$ cat config.mk
export PLATFORM = sky130hd
export DESIGN_NAME = addsub_seq_ctrl
export DESIGN_NICKNAME = d
export VERILOG_FILES = /design/src/rtl/addsub_seq_ctrl.sv
export SDC_FILE = /design/constraint.sdc
export NUM_CORES = 1
export LEC_CHECK = 0
export ABC_AREA = 1
export CELL_PAD_IN_SITES_DETAIL_PLACEMENT = 1
export CELL_PAD_IN_SITES_GLOBAL_PLACEMENT = 2
export CORE_MARGIN = 5
export CORE_UTILIZATION = 22
export CTS_BUF_LIST = sky130_fd_sc_hd__clkbuf_2 sky130_fd_sc_hd__clkbuf_4 sky130_fd_sc_hd__clkbuf_8
export CTS_CLUSTER_DIAMETER = 60
export DETAILED_ROUTE_END_ITERATION = 10
export PLACE_DENSITY = 0.81
export SLEW_MARGIN = 10
export SYNTH_ARGS = -nofsm -noshare
export SYNTH_HDL_FRONTEND = slang
export SYNTH_SLANG_ARGS = --single-unit
$ cat constraint.sdc
create_clock -name clk -period 1.1 [get_ports clk]
set_input_delay 0.165 -clock clk [delete_from_list [all_inputs] [get_ports clk]]
set_output_delay 0.165 -clock clk [all_outputs]
set_load 0.01 [all_outputs]
$ cat src/rtl/addsub_seq_ctrl.sv
// Sequencer for an external 4-bit adder/subtractor: add, sub and (with
// CALC_MUL_EN defined) a 4-cycle shift-add multiply; done lags DONE by one edge.
module addsub_seq_ctrl (
  input  logic       clk,
  input  logic       rst,
  input  logic       start,
  input  logic [1:0] op,
  input  logic [3:0] a,
  input  logic [3:0] b,
  output logic [3:0] add_a,
  output logic [3:0] add_b,
  output logic       add_sel,
  input  logic [3:0] add_sum,
  input  logic       add_cout,
  output logic       busy,
  output logic       done,
  output logic       err,
  output logic [7:0] result,
  output logic       cout
);

  typedef enum logic [1:0] {
    S_IDLE = 2'd0,
    S_EXEC = 2'd1,
    S_DONE = 2'd2
  } state_t;

  state_t     r_state;
  logic [3:0] r_a;
  logic [3:0] r_b;
  logic       r_sub;
  logic       r_busy;
  logic       r_done;
  logic       r_err;
  logic [7:0] r_result;
  logic       r_cout;
  logic       w_valid;

`ifdef CALC_MUL_EN
  logic       r_mul;
  logic [3:0] r_acc_hi;
  logic [3:0] r_acc_lo;
  logic [1:0] r_cnt;

  assign w_valid = (op != 2'b11);
`else
  assign w_valid = ~op[1];
`endif

  assign busy   = r_busy;
  assign done   = r_done;
  assign err    = r_err;
  assign result = r_result;
  assign cout   = r_cout;

  always_comb begin
    add_a   = 4'h0;
    add_b   = 4'h0;
    add_sel = 1'b0;
    if (r_state == S_EXEC) begin
`ifdef CALC_MUL_EN
      if (r_mul) begin
        add_a = r_acc_hi;
        add_b = r_acc_lo[0] ? r_a : 4'h0;
      end else
`endif
      begin
        add_a   = r_a;
        add_b   = r_b;
        add_sel = r_sub;
      end
    end
  end

  always_ff @(posedge clk) begin
    if (rst) begin
      r_state  <= S_IDLE;
      r_a      <= 4'h0;
      r_b      <= 4'h0;
      r_sub    <= 1'b0;
      r_busy   <= 1'b0;
      r_done   <= 1'b0;
      r_err    <= 1'b0;
      r_result <= 8'h00;
      r_cout   <= 1'b0;
`ifdef CALC_MUL_EN
      r_mul    <= 1'b0;
      r_acc_hi <= 4'h0;
      r_acc_lo <= 4'h0;
      r_cnt    <= 2'd0;
`endif
    end else begin
      r_done <= (r_state == S_DONE);
      unique case (r_state)
        S_IDLE: begin
          if (start) begin
            r_a    <= a;
            r_b    <= b;
            r_sub  <= op[0];
            r_busy <= 1'b1;
`ifdef CALC_MUL_EN
            r_mul    <= (op == 2'b10);
            r_acc_hi <= 4'h0;
            r_acc_lo <= b;
            r_cnt    <= 2'd0;
`endif
            // reserved ops skip EXEC and leave result/cout alone
            if (w_valid) begin
              r_err   <= 1'b0;
              r_state <= S_EXEC;
            end else begin
              r_err   <= 1'b1;
              r_state <= S_DONE;
            end
          end
        end
        S_EXEC: begin
`ifdef CALC_MUL_EN
          if (r_mul) begin
            {r_acc_hi, r_acc_lo} <= {add_cout, add_sum, r_acc_lo[3:1]};
            r_cnt <= r_cnt + 2'd1;
            if (r_cnt == 2'd3) begin
              r_result <= {add_cout, add_sum, r_acc_lo[3:1]};
              r_cout   <= 1'b0;
              r_state  <= S_DONE;
            end
          end else
`endif
          begin
            r_result <= {4'h0, add_sum};
            r_cout   <= add_cout;
            r_state  <= S_DONE;
          end
        end
        S_DONE: begin
          r_busy  <= 1'b0;
          r_state <= S_IDLE;
        end
        default: r_state <= S_IDLE;
      endcase
    end
  end

endmodule

==> results of run 1 <==
cell type report:
type,count,area (um^2)
sequential,19,385.4
clock buffer,4,48.80
tap,50,62.56
inverter,24,97.59
multi-input combinational,80,441.7
timing repair buffer,42,401.6
fill,513,2591
worst register-to-register path, delay by kind of cell (launching register included):
kind / cells / cell delay [ps]
buffers and inverters: 2 / 320
and+or+nand+nor: 4 / 300
DFF: 1 / 380
worst max-delay path by stage:
stage	from	endpoint	slack (ps)	cells past startpoint
2_1_floorplan	r_state[0]	add_a[0]	190	3
3_5_place_dp	r_state[1]	add_b[2]	-280	4
6_report	r_state[1]	add_b[2]	-60	4
4_1_cts	r_state[1]	add_b[3]	-70	4
3_3_place_gp	r_state[1]	add_b[2]	-260	4
5_1_grt	r_state[1]	add_b[2]	-110	4
power groups by stage:
stage,Combinational [mW],Clock [mW],Sequential (mW)
after floorplan,0.187,0,0.783
after CTS,0.345,0.530,0.765
after global placement,0.328,0,0.776
after global routing,0.400,0.560,0.773
after detailed placement,0.339,0,0.779
final,0.357,0.499,0.766
kinds of logic after synthesis:
logic type	Yosys count
other cells	1
flops	19
buf+inv	34
simple gates	59
compound gates	16
layout by cell type (no fill, tap or decap), drive strengths merged:
master / n
dlygate4sd2: 8
a21oi: 11
o21ai: 5
buf: 17
clkbuf: 4
clkdlybuf4s50: 17
nand3: 11
nand2: 16
inv: 24
conb: 4
nor2: 33
dfxtp: 19
registers in the layout, summed over array words and instances (netlist names):
signal	cells
r_a	4
err	1
r_state	2
done	1
r_sub	1
result	4
busy	1
r_b	4
cout	1
routing by layer:
layer / part of all wire [%] / up-vias / GRT usage (%)
met4: 0 / 0 / 1.779
met5: 0 / - / 0
met3: 7.2 / 0 / 2.027
met1: 39 / 415 / 10.96
li1: - / 459 / -
met2: 53 / 23 / 17.17
metrics by stage:
stage          instances  TNS (ps)  hold slack (ps)  area (um^2)  setup WS (ps)
6_report             219    -424.8            472.5         1438         -56.22
5_1_grt              219     -1116            520.0         1438         -106.4
4_1_cts              220    -439.1            492.6         1366         -69.92
3_5_place_dp         213     -2885            474.5         1313         -276.7
3_3_place_gp         213     -2437            462.3         1313         -257.3
2_1_floorplan        132         0            231.3        925.9          192.0
timing repair:
| action | 4_1_cts | 5_1_grt |
|---|---|---|
| gates resized for setup | 60 | 18 |
| cloned | 1 | 0 |
| setup buffers | 3 | 0 |
| pin swaps | 1 | 2 |
| endpoints found under the setup margin | 21 | 21 |
==> results.cfg, run 1 <==
[clock_tree]
clock_path_buffers = 2
cts_tree = yes
clk-insertion-delay-late_ps = 250
root_buffer = clkbuf_8
cts_made_buffers = 3
clk_pin_slew_worst_paths_ps = 70
cts_htree_levels = 1
cts_sinks = 19
postCtsHoldBufs = 0

[critical_path]
crit_fanout = 5
path_delay_family = flip-flops
worst_ep_required_time_ps = 940
cp_num_buf_inv = 2
critPathMaxStageDelay_ps = 340
crit_type = flop to output port
worstPathArrival_ps = 990
crit_path_end_kind = output port
r2r-start = r_state[0]
reg2reg_to = r_a[3]
start_kind = flop
r2r_slack_ps = 10
slowest_stage = dfxtp_2
ff2ff_path_depth = 6
cp_cell_sequence = inv_4 > nand2_8 > nor2_4 > buf_6

[min_path]
min_path_cells = 2
min_path_type = flop to flop
hold_start = result[1]
hold-path-endpoint = result[1]

[synthesis]
synthXorXnorAreaFrac_pct = 0
yosys_register_bits = 19
netlist_area_um2 = 914.6
netlist_instances = 129
yosysMostFrequentCell = nor2_1
synth_compound_area_share_pct = 9.166
synth_ff_type = dfxtp_1
ys_warn_count = 0
yosys-mux-area-fraction_pct = 0
avgSynthCellArea_um2 = 7.090
synth_edf_count = 0
yosysTopAreaCell = dfxtp_1
synth_top_family_by_area = simple AND/OR/NAND/NOR gates
yosysTopAreaCellShare_pct = 41.59
ys_seq_area_share_pct = 41.59
synth_area_leaders = dfxtp_1 42%, nor2_1 12%, inv_1 9.0%
ys_async_sr_fraction_pct = 0
synth_top_cells_by_count = 29 x nor2_1, 22 x inv_1, 19 x dfxtp_1
synthSimpleGateAreaFrac_pct = 28.45
yosysUniqueCellTypes = 16
yosys.area_share.adder_pct = 0

[run]
cap_viol_max_count = 0

[grt]
grt_pass1_vias = 913
antenna_found_initial = 0
grt_start_max_net_pins = 23
grt_overflow_total = 0
gr-usage-all-layers_pct = 9.277
grt_pass1_wl_um = 4071

[outcome]
violations = negative setup slack
run_status = complete, but fails checks

[placement]
place.gp.congestion = 0.7201
io_buffers = 34
hpwl_um = 1861

[power]
p_comb_share_pct = 22.0
power_density_nw_per_um2 = 1128
finalPower_mw = 1.622
power.switching_mw = 0.4288
seqPwrFrac_pct = 47.2
p_sw_share_pct = 26.43
power_leakage_nw = 0.6763
intPower_mw = 1.193
peakVddDrop_v = 0.0003345
clkPwrFrac_pct = 30.8

[floorplan]
row_count = 23
dieWidth_um = 74.48
die_h_um = 74.48
io_pins = 39
start_util_pct = 22.70
core_area_um2 = 4029
die_area_um2 = 5547

[timing]
finalMaxSlewViolations = 0
max_freq_mhz = 864.9
rsz0062_at_grt = yes
finalCriticalPeriod_ps = 1156
fin_skew_ps = 2.106
fin_crit_sh_pct = 105.1
setup_viol = 9
setup_ws_ps = -56.22
hold_violations = 0

[layout]
drive_gt1_share_pct = 26.04
final_core_util_pct = 35.68
fin_nets = 188
syn_to_final_growth_pct = 57.18
diodes = 0

[route]
post_drt_wl_per_cell_um = 11.53
detail-route-antenna-nets = 0
drc = 0
first_pass_iters = 3
wirelength_um = 2526
viasPerCell = 4.096
vias = 897
drt_iter0_markers = 20
Note: power is estimated with default switching activity, not from simulation.
==> run 2: changes to the inputs <==
Settings changed: PLACE_DENSITY 0.81 to 0.85.
==> results.cfg, run 2 (synthesized netlist as in run 1, its figures left out) <==
[clock_tree]
clock_path_buffers = 2
cts_tree = yes
clk_pin_slew_worst_paths_ps = 70
cts_htree_levels = 1
root_buffer = clkbuf_8
clk-insertion-delay-late_ps = 250
cts_made_buffers = 3
cts_sinks = 19
postCtsHoldBufs = 0

[power]
power_leakage_nw = 0.7092
peakVddDrop_v = 0.0005860
power_density_nw_per_um2 = 1111

[timing]
hold_ws_ps = 467.0
setup_ws_ps = -70.65
finalCriticalPeriod_ps = 1171
max_freq_mhz = 854.2
fin_skew_ps = 1.594
finalMaxSlewViolations = 0
setup_viol = 19
hold_violations = 0
fin_tns_setup_ps = -537.1
fin_crit_sh_pct = 106.4
rsz0062_at_grt = yes

[route]
post_drt_wl_per_cell_um = 12.13
wirelength_um = 2693
vias = 926
detail-route-antenna-nets = 0
drt_iter0_markers = 46
viasPerCell = 4.171
first_pass_iters = 3
drc = 0

[floorplan]
die_area_um2 = 5547
die_h_um = 74.48
dieWidth_um = 74.48
start_util_pct = 22.70
io_pins = 39
core_area_um2 = 4029
row_count = 23

[layout]
drive_gt1_share_pct = 33.72
final_cell_mix = 21 x inv_1, 21 x nor2_1, 17 x dfxtp_1, 17 x clkdlybuf4s50_1
syn_to_final_growth_pct = 64.02
fin_nets = 191
diodes = 0

[critical_path]
crit_type = flop to output port
worstPathArrival_ps = 1010
cp_num_buf_inv = 2
cp_cell_sequence = inv_4 > nand2_4 > nor2_2 > buf_2
crit_fanout = 5
crit_path_end_kind = output port
slowest_stage = dfxtp_2
worst_ep_required_time_ps = 940
critPathMaxStageDelay_ps = 340
path_delay_family = flip-flops
start_kind = flop

[grt]
grt_pass1_vias = 1002
grt_pass1_wl_um = 4119
grt_overflow_total = 0
grt_start_max_net_pins = 23
gr-usage-all-layers_pct = 9.579
antenna_found_initial = 0

[placement]
place.gp.congestion = 0.6268
hpwl_um = 1888
io_buffers = 34

[outcome]
run_status = complete, but fails checks
violations = negative setup slack

[run]
cap_viol_max_count = 0

[min_path]
min_path_type = flop to flop
run 2: cell count changes in the layout (fill, tap and decap cells not counted), sizes merged:
cell	before	now
buf	17	19
clkbuf	4	5
run 2: metrics by stage:
stage                     instances  utilization (%)  area, um^2  total power, mW  setup WS [ps]
final                           222            37.24        1500            1.667         -70.65
after global routing            222            37.24        1500            1.773         -137.0
after CTS                       221            33.76        1360            1.635         -72.52
after detailed placement        214            32.76        1320            1.123         -262.2
after global placement          214            32.76        1320            1.105         -253.5
after floorplan                 132                -       925.9           0.9706          192.0
run 2: power by group:
group          switching, mW  leakage [nW]  internal (mW)  total, mW
logic                  0.198         0.525          0.201      0.399
registers             0.0276         0.158          0.737      0.765
clock network          0.221        0.0262          0.282      0.503
run 2: per-layer routing:
layer / vias to the layer above / part of all wire, % / global-route usage [%]
li1: 468 / - / -
met1: 434 / 38 / 9.246
met2: 20 / 57 / 19.22
met3: 4 / 4.2 / 2.703
met4: 0 / 1.3 / 2.964
met5: - / 0 / 0
run 2: area by class of cell:
| class | instances | area [um^2] |
|---|---|---|
| Fill cell | 514 | 2529 |
| Multi-Input combinational cell | 80 | 475.5 |
| Timing Repair Buffer | 45 | 430.4 |
| Sequential cell | 19 | 385.4 |
| Inverter | 24 | 97.59 |
| Tap cell | 50 | 62.56 |
| Clock buffer | 4 | 48.80 |
run 2: tightest hold or removal path, cell delays in order (launching register included):
cell and delay, ps:
dfxtp_1 330, a21oi_1 40, nor2_1 70
run 2: final timing paths:
path	end	startpoint	slack (ps)	cells after the start
hold / removal	busy	busy	470	2
hold reg to reg	busy	busy	470	2
setup reg to reg	r_b[2]	r_state[0]	-30	6
setup / recovery	add_a[2]	r_state[1]	-70	4
run 2: repair_timing:
| action | in CTS | in global routing |
|---|---|---|
| gates resized for setup | 55 | 28 |
| setup endpoints to repair | 22 | 24 |
| cloned | 1 | 1 |
| setup buffers | 2 | 1 |
| pin swaps | 3 | 3 |
==> run 3: changes to the inputs <==
Settings changed: GPL_ROUTABILITY_DRIVEN set to 1, HOLD_SLACK_MARGIN set to 0.02.
==> results of run 3 <==
No change in the layout: final DEF, timing and power equal those of run 2.
